**config.mk**
```make
export PLATFORM = sky130hd
export DESIGN_NAME = env_burst_detector
export DESIGN_NICKNAME = d
export VERILOG_FILES = /design/src/rtl/env_burst_detector.sv
export SDC_FILE = /design/constraint.sdc
export NUM_CORES = 1
export LEC_CHECK = 0
export ABC_AREA = 1
export CAP_MARGIN = 5
export CORE_MARGIN = 2
export CORE_UTILIZATION = 51
export CTS_CLUSTER_DIAMETER = 50
export DETAILED_ROUTE_END_ITERATION = 10
export PLACE_DENSITY = 0.79
export SYNTH_ARGS = -nofsm -noshare
export SYNTH_HDL_FRONTEND = slang
export SYNTH_SLANG_ARGS = --single-unit
```
**constraint.sdc**
```tcl
create_clock -name clk -period 4.7 [get_ports clk]
set_input_delay 0.94 -clock clk [delete_from_list [all_inputs] [get_ports clk]]
set_output_delay 0.94 -clock clk [all_outputs]
set_load 0.05 [all_outputs]
```
**src/rtl/env_burst_detector.sv**
```systemverilog
// Hysteresis/debounce burst detector on the unsigned envelope stream.
// Optional feature: define ENV_PEAK_HOLD_EN to report the peak sample of each completed burst.
module env_burst_detector #(
   parameter int DW      = 13,
   parameter int ON_CNT  = 4,
   parameter int OFF_CNT = 8,
   parameter int CW      = 16
) (
   input  logic          clk,
   input  logic          reset,
   input  logic [DW-1:0] env_in,
   input  logic          env_valid,
   input  logic [DW-1:0] thr_on,
   input  logic [DW-1:0] thr_off,
   output logic          detect,
   output logic          onset,
   output logic [CW-1:0] event_cnt,
   output logic [CW-1:0] dur_out,
   output logic          dur_valid,
   output logic [DW-1:0] peak_out
);

   localparam int CMAX = (ON_CNT > OFF_CNT) ? ON_CNT : OFF_CNT;
   localparam int NW   = $clog2(CMAX + 1);

   typedef enum logic [1:0] {IDLE, ARM, ACTIVE, RELEASE} state_t;

   state_t        state;
   logic [NW-1:0] cnt;
   logic [NW-1:0] cnt_inc;
   logic [CW-1:0] dur_acc;
   logic [CW-1:0] dur_nxt;
   logic [DW-1:0] thr_eff;
   logic          hi;
   logic          lo;
   logic          start_run;
   logic          burst_end;

   // Release level is clamped to the onset level so a misconfigured pair cannot invert the hysteresis.
   always_comb begin
      thr_eff   = (thr_off < thr_on) ? thr_off : thr_on;
      hi        = (env_in >= thr_on);
      lo        = (env_in < thr_eff);
      cnt_inc   = cnt + 1'b1;
      dur_nxt   = (&dur_acc) ? dur_acc : dur_acc + 1'b1;
      start_run = env_valid && (state == IDLE) && hi;
      burst_end = env_valid && lo &&
                  (((state == ACTIVE) && (OFF_CNT == 1)) ||
                   ((state == RELEASE) && (cnt_inc == NW'(OFF_CNT))));
   end

   always_ff @(posedge clk) begin
      if (reset) begin
         state     <= IDLE;
         cnt       <= '0;
         detect    <= 1'b0;
         onset     <= 1'b0;
         event_cnt <= '0;
         dur_acc   <= '0;
         dur_out   <= '0;
         dur_valid <= 1'b0;
      end else begin
         onset     <= 1'b0;
         dur_valid <= 1'b0;
         if (env_valid) begin
            case (state)
               IDLE: begin
                  if (hi) begin
                     if (ON_CNT == 1) begin
                        state     <= ACTIVE;
                        cnt       <= '0;
                        detect    <= 1'b1;
                        onset     <= 1'b1;
                        event_cnt <= (&event_cnt) ? event_cnt : event_cnt + 1'b1;
                        dur_acc   <= CW'(ON_CNT);
                     end else begin
                        state <= ARM;
                        cnt   <= NW'(1);
                     end
                  end
               end
               ARM: begin
                  if (!hi) begin
                     state <= IDLE;
                     cnt   <= '0;
                  end else if (cnt_inc == NW'(ON_CNT)) begin
                     state     <= ACTIVE;
                     cnt       <= '0;
                     detect    <= 1'b1;
                     onset     <= 1'b1;
                     event_cnt <= (&event_cnt) ? event_cnt : event_cnt + 1'b1;
                     dur_acc   <= CW'(ON_CNT);
                  end else begin
                     cnt <= cnt_inc;
                  end
               end
               ACTIVE, RELEASE: begin
                  dur_acc <= dur_nxt;
                  if (burst_end) begin
                     state     <= IDLE;
                     cnt       <= '0;
                     detect    <= 1'b0;
                     dur_out   <= dur_nxt;
                     dur_valid <= 1'b1;
                  end else if (lo) begin
                     state <= RELEASE;
                     cnt   <= (state == ACTIVE) ? NW'(1) : cnt_inc;
                  end else begin
                     state <= ACTIVE;
                     cnt   <= '0;
                  end
               end
               default: begin
                  state <= IDLE;
                  cnt   <= '0;
               end
            endcase
         end
      end
   end

`ifdef ENV_PEAK_HOLD_EN
   logic [DW-1:0] peak_run;
   logic [DW-1:0] peak_nxt;

   assign peak_nxt = (env_in > peak_run) ? env_in : peak_run;

   always_ff @(posedge clk) begin
      if (reset) begin
         peak_run <= '0;
         peak_out <= '0;
      end else begin
         if (start_run)
            peak_run <= env_in;
         else if (env_valid && (state != IDLE))
            peak_run <= peak_nxt;
         if (burst_end)
            peak_out <= peak_nxt;
      end
   end
`else
   logic unused_start;
   assign unused_start = start_run;
   assign peak_out     = '0;
`endif

endmodule

```
==> results.md, run 1 <==
* Depth of the CTS H-tree at 3
* Total of max-cap violations at 0
* FP Rows at 32
* Initial antenna violation count at 0
* Placed cells at 722
* Startpoint types: input pin
* Worst-path clk slew at 70 ps
* DR pass1 iterations at 5
* Top Ports at 90
* Worst-Skew Late Latency at 340 ps
* Area after DPL at 0.00478 mm^2
* Setup CP Type: input pin to flip-flop
* Final ANT Viol Nets at 0
* Reg2reg start: cnt[0]
* Worst rel slew slack at 0.337
* Sequential Power Share at 0.397
* Worst Reg2Reg Path Length in Cells at 9
* Core Area at 0.00765 mm^2
* Bufs and invs on worst path at 3
* Worst Hold Class: flip-flop to flip-flop
* P&R area growth vs syn at 24.9%
* Fin util at 0.653
* Sequential area share after synthesis at 0.285
* Clk pwr share at 0.378
* Critical Path AT at 4260 ps
* Synthesis Warnings at 0
* Combinational fraction of design power at 0.225
* Non-filler instance count after layout at 738
* Static Leak at 0.00211 uW
* Max VDD drop at 0.153 mV
* Final Max Tran Viols at 0
* Post-CTS Hold Buffers at 0
* CP max stage delay at 450 ps
* CP endpoint kind: flip-flop
* Switching power share of the total at 0.307
* Power per standard cell area at 268 mW/mm^2
* Hold Path Sink: detect
* First-pass GRT wire length at 15300 um
* Fraction of the cycle the final worst path needs at 0.858
* CTS buffer count at 9
* Mapped Area at 0.00400 mm^2
* Cell mode on critical path: nand2_1
* CP Cell Sequence: clkdlybuf4s50_1 > inv_1 > ha_1 > nand2_1 > nor2_2 > nand2_1 > nor2_1 > nand2_1 > nand2_2 > o21ai_0 > ha_1 > nand2_1 > nor2_1 > a211oi_1 > nand2_1 > nand2_2 > nand2_2 > nor2_8 > inv_2 > a21oi_1 > a21oi_1
* Status: complete, no violations
* Total track usage at 0.219
* Clk root buf: clkbuf_8
* DRC viols at 0
* Hold Fails Final Rpt at 0
* Dpl ws at 302 ps
* Design area at 0.00500 mm^2
* Critical Path RT at 4930 ps
* CP Max Fanout at 28
* Postcts setup bufs at 0
* Switch Pwr at 411 uW
* Largest net degree at the start of global routing at 39
* Share of cells above drive strength 1 at 0.0865
* Final setup vio count at 0
* Resize count post-CTS at 0
* Clock buffer depth at 2
* Fmax at 0.248 GHz
* Setup ws final at 668 ps
* Vias in the first global route at 3540
* Min Tclk post-route at 4030 ps
* Post-Route WL at 9190 um
* Gpl congestion at 0.847
* Cell Int Power at 930 uW
* Initial Util at 0.523
* WL/cell at 12.5 um
* Slowest CP cell: clkdlybuf4s50_1
* Layout net count at 714
* WHS Path Cells at 2
* Die span in x at 92.6 um
* Synthesized instance count at 558
* Die area at 0.00857 mm^2
* Via count at 3889
* Port Buffers at 76
* Clk sinks at 57
* Delay-heaviest family, CP: simple AND/OR/NAND/NOR gates
* Unrepaired setup endpoints after global routing: false
* Flop2flop setup slack at 2370 ps
* Capturing point of the worst reg2reg path: state[1]
* CTS tree: built
* Vert. Die Dim at 92.6 um
* Number of synthesized register bits at 57
* Hold path start: detect
* Grt ovf at 0
* HPWL after detailed placement at 7240 um
* Total negative setup slack at 0 ps
* Skew final at 5.55 ps
* N_diodes at 0
* Drt via density at 5.27
* DR iter-0 viols at 179
* Mapped Avg Cell Area at 7.17 um^2
* Worst-margin pin slew at 994 ps
* Cell variety after synth at 45
## power groups by stage
stage / logic (uW) / registers, uW / clock network [uW]
floorplan: 222 / 536 / 0
finish: 302 / 532 / 507
global placement: 288 / 541 / 0
global route: 341 / 535 / 529
CTS: 301 / 532 / 513
detailed placement: 300 / 542 / 0
## how the worst max path moves through the flow
stage,start,endpoint,cells past startpoint
6_report,thr_on[12],state[1],21
5_1_grt,thr_on[12],state[1],22
4_1_cts,thr_on[12],state[1],21
3_5_place_dp,thr_on[12],state[1],21
3_3_place_gp,thr_on[12],state[1],21
2_1_floorplan,thr_on[12],dur_out[14],20
## cells in the mapped netlist, drive strengths merged
cell | number | share of area
mux2i | 1 | 0.0025
clkinv | 1 | 0.00094
nand3 | 20 | 0.031
a311oi | 1 | 0.0022
o221ai | 1 | 0.0022
a31oi | 5 | 0.0078
conb | 1 | 0.00094
o21ai | 62 | 0.078
dfxtp | 57 | 0.29
o211a | 4 | 0.010
ha | 41 | 0.13
buf | 17 | 0.032
nand2 | 96 | 0.099
nor4 | 2 | 0.0031
o21a | 1 | 0.0019
clkbuf | 10 | 0.0094
nor2 | 64 | 0.075
a41oi | 1 | 0.0022
nand4 | 11 | 0.017
o221a | 1 | 0.0028
nor3b | 1 | 0.0031
a211oi | 8 | 0.018
o31ai | 1 | 0.0019
nand3b | 1 | 0.0019
o21bai | 2 | 0.0038
xnor2 | 4 | 0.0088
a21oi | 54 | 0.069
nor3 | 15 | 0.021
inv | 67 | 0.063
xor2 | 8 | 0.019
## placed cells by master (no fill, tap or decap), types with 6 or more instances in the layout
cell type,Yosys,layout
nand2_1,87,87
clkdlybuf4s50_1,0,76
inv_1,57,57
dfxtp_1,57,57
nor2_1,55,55
a21oi_1,53,53
o21ai_0,52,52
ha_1,41,41
nand3_1,17,17
nor3_1,13,13
conb_1,1,13
nand4_1,11,11
inv_2,10,10
o21ai_1,10,10
clkbuf_8,0,10
xor2_1,7,7
nand2_2,6,6
a211oi_1,6,6
## state kept, by name (all words and copies together), names as in the netlist
register,cells
cnt,4
detect,1
dur_acc,16
dur_out,16
dur_valid,1
event_cnt,16
onset,1
state,2
## tightest hold or removal path, delay by kind of cell (launching register included)
kind / cells / cell delay (ps)
AO/OA/AOI/OAI: 1 / 60
AND/OR/NAND/NOR: 1 / 60
flip-flops: 1 / 310
## layout make-up
class / count / area, um^2
Clock buffer: 11 / 141
Clock inverter: 5 / 78.8
Fill cell: 674 / 2650
Inverter: 68 / 255
Multi-Input combinational cell: 418 / 2480
Sequential cell: 57 / 1140
Tap cell: 102 / 128
Timing Repair Buffer: 77 / 768
## metal layers
| metal | part of all wire | track usage | up-vias |
|---|---|---|---|
| met5 | 0 | 0 | - |
| met4 | 0.017 | 0.0883 | 0 |
| met3 | 0.054 | 0.0325 | 16 |
| met2 | 0.48 | 0.391 | 128 |
| met1 | 0.45 | 0.262 | 1745 |
| li1 | - | - | 2000 |
## metrics by stage
step	power [uW]	hold slack [ps]
6_report	1340	471
5_1_grt	1400	518
4_1_cts	1350	474
3_5_place_dp	842	462
3_3_place_gp	830	456
2_1_floorplan	758	458
## logic make-up (layout without fill, tap and decap cells)
family | after synthesis | in the layout | synth area share
AND/OR/NAND/NOR | 210 | 210 | 0.252
other | 1 | 13 | 0.000937
XOR/XNOR | 12 | 12 | 0.0282
AO/OA/AOI/OAI | 141 | 141 | 0.198
multiplexers | 1 | 1 | 0.00250
adder cells (fa/ha/maj) | 41 | 41 | 0.128
buffers and inverters | 95 | 161 | 0.105
flip-flops | 57 | 57 | 0.285
Note: power is estimated with default switching activity, not from simulation.
==> run 2, diff against run 1 <==
--- a/config.mk
+++ b/config.mk
@@ -12,6 +12,8 @@
 export CTS_CLUSTER_DIAMETER = 50
 export DETAILED_ROUTE_END_ITERATION = 10
 export PLACE_DENSITY = 0.79
+export REMOVE_ABC_BUFFERS = 1
+export SETUP_SLACK_MARGIN = 0.4
 export SYNTH_ARGS = -nofsm -noshare
 export SYNTH_HDL_FRONTEND = slang
 export SYNTH_SLANG_ARGS = --single-unit
==> results.md, run 2 (same netlist as run 1, synthesis figures left out) <==
* Filler cells at 667 (-1.0%)
* Hold Fails Final Rpt at 0 (unchanged)
* Fraction of the cycle the final worst path needs at 0.847 (-0.0113)
* Worst-Skew Late Latency at 340 ps (about the same)
* Initial Util at 0.523 (unchanged)
* Total track usage at 0.222 (+0.00369)
* Critical Path AT at 4210 ps (-50 ps)
* CTS buffer count at 9 (unchanged)
* Final setup vio count at 0 (unchanged)
* Core Area at 0.00765 mm^2 (unchanged)
* Bufs and invs on worst path at 3 (unchanged)
* Final ANT Viol Nets at 0 (unchanged)
* Min Tclk post-route at 3980 ps (-53.1 ps)
* Flop2flop setup slack at 2440 ps (+70 ps)
* Top Ports at 90 (unchanged)
* CP endpoint kind: flip-flop
* Status: complete, no violations
* Post-Route WL at 9390 um (+2.1%)
* CTS tree: built
* Static Leak at 0.00210 uW (-0.28%)
* Fmax at 0.251 GHz (+1.3%)
* CP Cell Sequence: clkdlybuf4s50_1 > inv_1 > ha_1 > nand2_1 > nor2_2 > nand2_1 > nor2_1 > nand2_1 > nand2_4 > nand2_1 > o21ai_0 > ha_1 > a21oi_1 > nor2_1 > a211oi_1 > nand2_1 > nand2_2 > nand2_2 > nor2_8 > inv_2 > a21oi_1 > a21oi_1
* Worst-margin pin slew at 994 ps (+0.334 ps)
* Clk root buf: clkbuf_8
* Area after DPL at 0.00478 mm^2 (unchanged)
* DRC viols at 0 (unchanged)
* Power per standard cell area at 261 mW/mm^2 (-2.7%)
* Gpl congestion at 0.869 (+2.7%)
* Hold_ws at 476 ps (+5.47 ps)
* Most frequent cells in the layout: nand2_1 (87), clkdlybuf4s50_1 (76), inv_1 (57), dfxtp_1 (57), nor2_1 (55)
* Cell mode on critical path: nand2_1
* Max VDD drop at 0.117 mV (-24%)
* DR iter-0 viols at 207 (+16%)
* P&R area growth vs syn at 25.0% (about the same)
* Worst rel slew slack at 0.336 (about the same)
* Worst Hold Class: flip-flop to flip-flop
* CP max stage delay at 460 ps (about the same)
* Startpoint types: input pin
* Initial antenna violation count at 0 (unchanged)
* Layout net count at 715 (+0.14%)
* Commonest non-fill, non-tap cell in the layout: nand2_1
* Vert. Die Dim at 92.6 um (unchanged)
* CP Max Fanout at 25 (-11%)
* Grt ovf at 0 (unchanged)
* FP Rows at 32 (unchanged)
* Share of cells above drive strength 1 at 0.0879 (+0.00143)
* WL/cell at 12.7 um (+2.0%)
* Depth of the CTS H-tree at 3 (unchanged)
* Drt via density at 5.37 (+1.8%)
* Die span in x at 92.6 um (unchanged)
* N_diodes at 0 (unchanged)
* Unrepaired setup endpoints after global routing: false
* Total of max-cap violations at 0 (unchanged)
* Vias in the first global route at 3713 (+4.9%)
* Slowest CP cell: clkdlybuf4s50_1
* Delay-heaviest family, CP: simple AND/OR/NAND/NOR gates
* Largest net degree at the start of global routing at 39 (unchanged)
* HPWL after detailed placement at 7070 um (-2.3%)
* Total negative setup slack at 0 ps (unchanged)
* Design area at 0.00500 mm^2 (about the same)
* Fin util at 0.654 (about the same)
* M2 GR Usage at 0.391 (unchanged)
* Skew final at 12.9 ps (+7.31 ps)
* First-pass GRT wire length at 15800 um (+2.8%)
* Setup CP Type: input pin to flip-flop
* Biggest regs: dur_acc x16, dur_out x16, event_cnt x16
* Global-route layer with the greatest usage: met2
* Critical Path RT at 4930 ps (about the same)
* Via count at 3966 (+2.0%)
* Worst-path clk slew at 70 ps (about the same)
* M3 GR Usage at 0.0334 (+0.000814)
* Pwr Total at 1310 uW (-2.7%)
* Die area at 0.00857 mm^2 (unchanged)
* GRT met1 Usage at 0.269 (+0.00734)
* DR pass1 iterations at 4 (-1)
* Final Max Tran Viols at 0 (unchanged)
* Clock buffer depth at 2 (unchanged)
* Port Buffers at 76 (unchanged)
* Clk sinks at 57 (unchanged)
-- run 2: repair_timing --
action | CTS | global route
hold buffers | 0 | 0
resized for setup | 0 | 1
buffers inserted | 0 | 0
endpoints found under the setup margin | 0 | 11
-- run 2: tightest hold or removal path, stage by stage, from the launching register on --
cell and delay, ps:
dfxtp_1 310, nand2_1 70, a21oi_1 50
-- run 2: cell type report --
class	instances	area (um^2)	share of cell area
Multi-Input combinational cell	419	2500	0.500
Sequential cell	57	1140	0.228
Timing Repair Buffer	77	768	0.154
Inverter	68	255	0.0511
Clock buffer	12	155	0.0310
Tap cell	102	128	0.0255
Clock inverter	4	51.3	0.0103
-- run 2: metrics by stage --
stage / instances / setup WS [ps]
2_1_floorplan: 543 / 1160
3_3_place_gp: 722 / 387
3_5_place_dp: 722 / 239
4_1_cts: 738 / 587
5_1_grt: 739 / 460
6_report: 739 / 721
-- run 2: final timing paths --
path | end | cells after the start | start
max | state[1] | 22 | thr_on[12]
min | detect | 2 | detect
max reg2reg | dur_acc[8] | 6 | state[1]
min reg2reg | detect | 2 | detect
-- run 2: report_power, final --
| part | total (uW) | internal (uW) | switching [uW] |
|---|---|---|---|
| combinational | 303 | 114 | 189 |
| sequential | 533 | 504 | 29.0 |
| clock | 469 | 274 | 195 |
| total | 1310 | 892 | 413 |
-- run 2: routing by layer --
layer / wire length (um) / up-vias
li1: - / 2012
met1: 4210 / 1817
met2: 4500 / 118
met3: 481 / 19
met4: 197 / 0
met5: 0 / -
==> patch: new RTL, settings of run 1 <==
The 4 states of `state_t` get a one-hot encoding in 4 bits.
--- a/src/rtl/env_burst_detector.sv
+++ b/src/rtl/env_burst_detector.sv
@@ -24,5 +24,5 @@
    localparam int NW   = $clog2(CMAX + 1);
 
-   typedef enum logic [1:0] {IDLE, ARM, ACTIVE, RELEASE} state_t;
+   typedef enum logic [3:0] {IDLE = 4'b0001, ARM = 4'b0010, ACTIVE = 4'b0100, RELEASE = 4'b1000} state_t;
 
    state_t        state;
Function: same outputs for any inputs over 10 cycles, from zero or initial values and one cycle with reset high; not proved beyond that.
==> patch against run 1 <==
Total power shrank 5.3%; clock skew is 0.0072 ns higher; setup slack better by 0.17 ns; area after synthesis is 4.4% higher; routed wire length is 7.2% higher; sequential cell count is 2 higher; first-iteration DRC count shrank 1.7%; final area is 2.8% higher; critical endpoint is now dur_out[7]; largest power group unchanged.
==> patch: results (changes against run 1) <==
Run status
  • Outcome: complete, no violations

Placed design
  • # placed instances: 749 (+3.7%)
  • IO buf count: 76 (unchanged)
  • HPWL after DPL: 7740 µm (+6.9%)
  • Worst Setup Slack post-DPL: 0.499 ns (+0.196 ns)
  • Placed cell area: 4940 µm² (+3.4%)
  • Routability cong.: 0.870 (+2.8%)

Yosys
  • Synth async-reset ratio: 0 (unchanged)
  • Yosys warning count: 0 (unchanged)
  • Count of different cell masters after synthesis: 46 (+2.2%)
  • Post-Syn Instances: 583 (+4.5%)
  • Commonest cells in the netlist: nand2_1, nor2_1, inv_1, dfxtp_1
  • Sequential share of the synthesized area: 0.283 (-0.00255)
  • Area contributors post-synth: dfxtp_1, ha_1, nand2_1

Clocking
  • Post-CTS Setup Repair Bufs: 0 (unchanged)
  • Max clock buf depth: 2 (unchanged)
  • CTS Root Cell: clkbuf_8
  • CTS Buf Count: 9 (unchanged)
  • H-tree depth: 3 (unchanged)
  • Post-CTS sizing: 0 (unchanged)
  • Worst-skew pair later-pin latency: 0.35 ns
  • Worst-path clk slew: 0.08 ns

Setup path
  • R2R Setup Slk: 2.40 ns (+0.03 ns)
  • Crit-path max cell delay: 0.46 ns
  • Worst Path Max Fanout: 25 (-11%)
  • Crit path DAT: 4.10 ns (-0.16 ns)
  • Slowest CP cell: clkdlybuf4s50_1

GRT
  • Vias in the first global route: 3,737 (+5.6%)
  • Tot GR Track Use: 0.233 (+0.0148)
  • First-pass GRT wire length: 16,700 µm (+8.9%)
  • Largest net degree at the start of global routing: 35 (-10%)
  • Initial antenna violation count: 0 (unchanged)

Pwr
  • P_leak: 2.11 nW (+0.32%)
  • VDD IR-drop max: 0.110 mV (-28%)

Worst hold path
  • Hold Path Class: flip-flop to flip-flop

Route
  • 1st-pass router iterations: 5 (unchanged)
  • Initial DRC count: 176 (-1.7%)
  • Via density per instance: 5.29 (+0.46%)
  • Avg WL per Cell: 12.9 µm (+3.4%)

Finish
  • Fill count: 697 (+3.4%)
  • Largest regs: dur_acc x16, dur_out x16, event_cnt x16
  • Layout cells sized above 1: 0.0924 (+0.00595)
  • Post-Layout Cell Count: 765 (+3.7%)
  • Antenna diode count: 0 (unchanged)
  • Fin nets: 738 (+3.4%)

Timing
  • Worst-Margin Slew: 0.920 ns (-0.0736 ns)
  • Clk_skew: 0.0127 ns (+0.00716 ns)
  • Hold_ws: 0.488 ns (+0.0168 ns)
  • Max Fclk: 259 MHz (+4.4%)
[patch: changes by cell type in the layout (fill, tap and decap cells not counted), sizes merged, moves of 3 or more]
cell	delta
a21oi	-12
o21ai	-10
a211oi	-6
xnor2	+5
a31oi	+3
inv	+4
nor2	+8
a22oi	+11
nand2	+16
nor4	+6
[patch: worst max-delay path: cells and delay by family]
| kind | cells | cell delay, ns |
|---|---|---|
| simple gates | 11 | 1.32 |
| buf+inv | 3 | 0.65 |
| compound gates | 4 | 0.62 |
| fa+ha+maj | 2 | 0.57 |
[patch: worst paths after layout]
path | depth (start not counted) | endpoint | startpoint
min reg2reg | 2 | detect | detect
max | 20 | dur_out[7] | thr_on[12]
max reg2reg | 13 | dur_acc[5] | dur_acc[0]
min | 2 | detect | detect
[patch: power breakdown]
part           internal, mW  leakage, nW  switching (mW)
Sequential            0.512        0.476          0.0145
Clock                 0.247       0.0958           0.218
Combinational         0.107         1.54           0.172
[patch: area by class of cell]
type,instances,area (µm²),area share
Multi-Input combinational cell,438,2590,0.504
Sequential cell,59,1180,0.230
Timing Repair Buffer,77,768,0.150
Inverter,70,268,0.0521
Tap cell,105,131,0.0256
Clock buffer,9,124,0.0241
Clock inverter,7,76.3,0.0149
[patch: metal layers]
layer  track usage  vias up  share of wire
met3        0.0463       20          0.051
met2         0.395      124           0.48
met5             0        -              0
met4        0.0725        0          0.015
met1         0.300     1826           0.46
li1              -     2080              -
[patch: cells by family (layout without fill, tap and decap cells)]
logic type / count (synthesis) / after routing / share of synthesized area
AOI/OAI and AO/OA: 125 / 125 / 0.175
xor gates and xnor gates: 15 / 15 / 0.0314
adders and majority gates: 41 / 41 / 0.123
buffers and inverters: 98 / 163 / 0.108
DFF: 59 / 59 / 0.283
other: 1 / 13 / 0.000898
and+or+nand+nor: 244 / 244 / 0.279
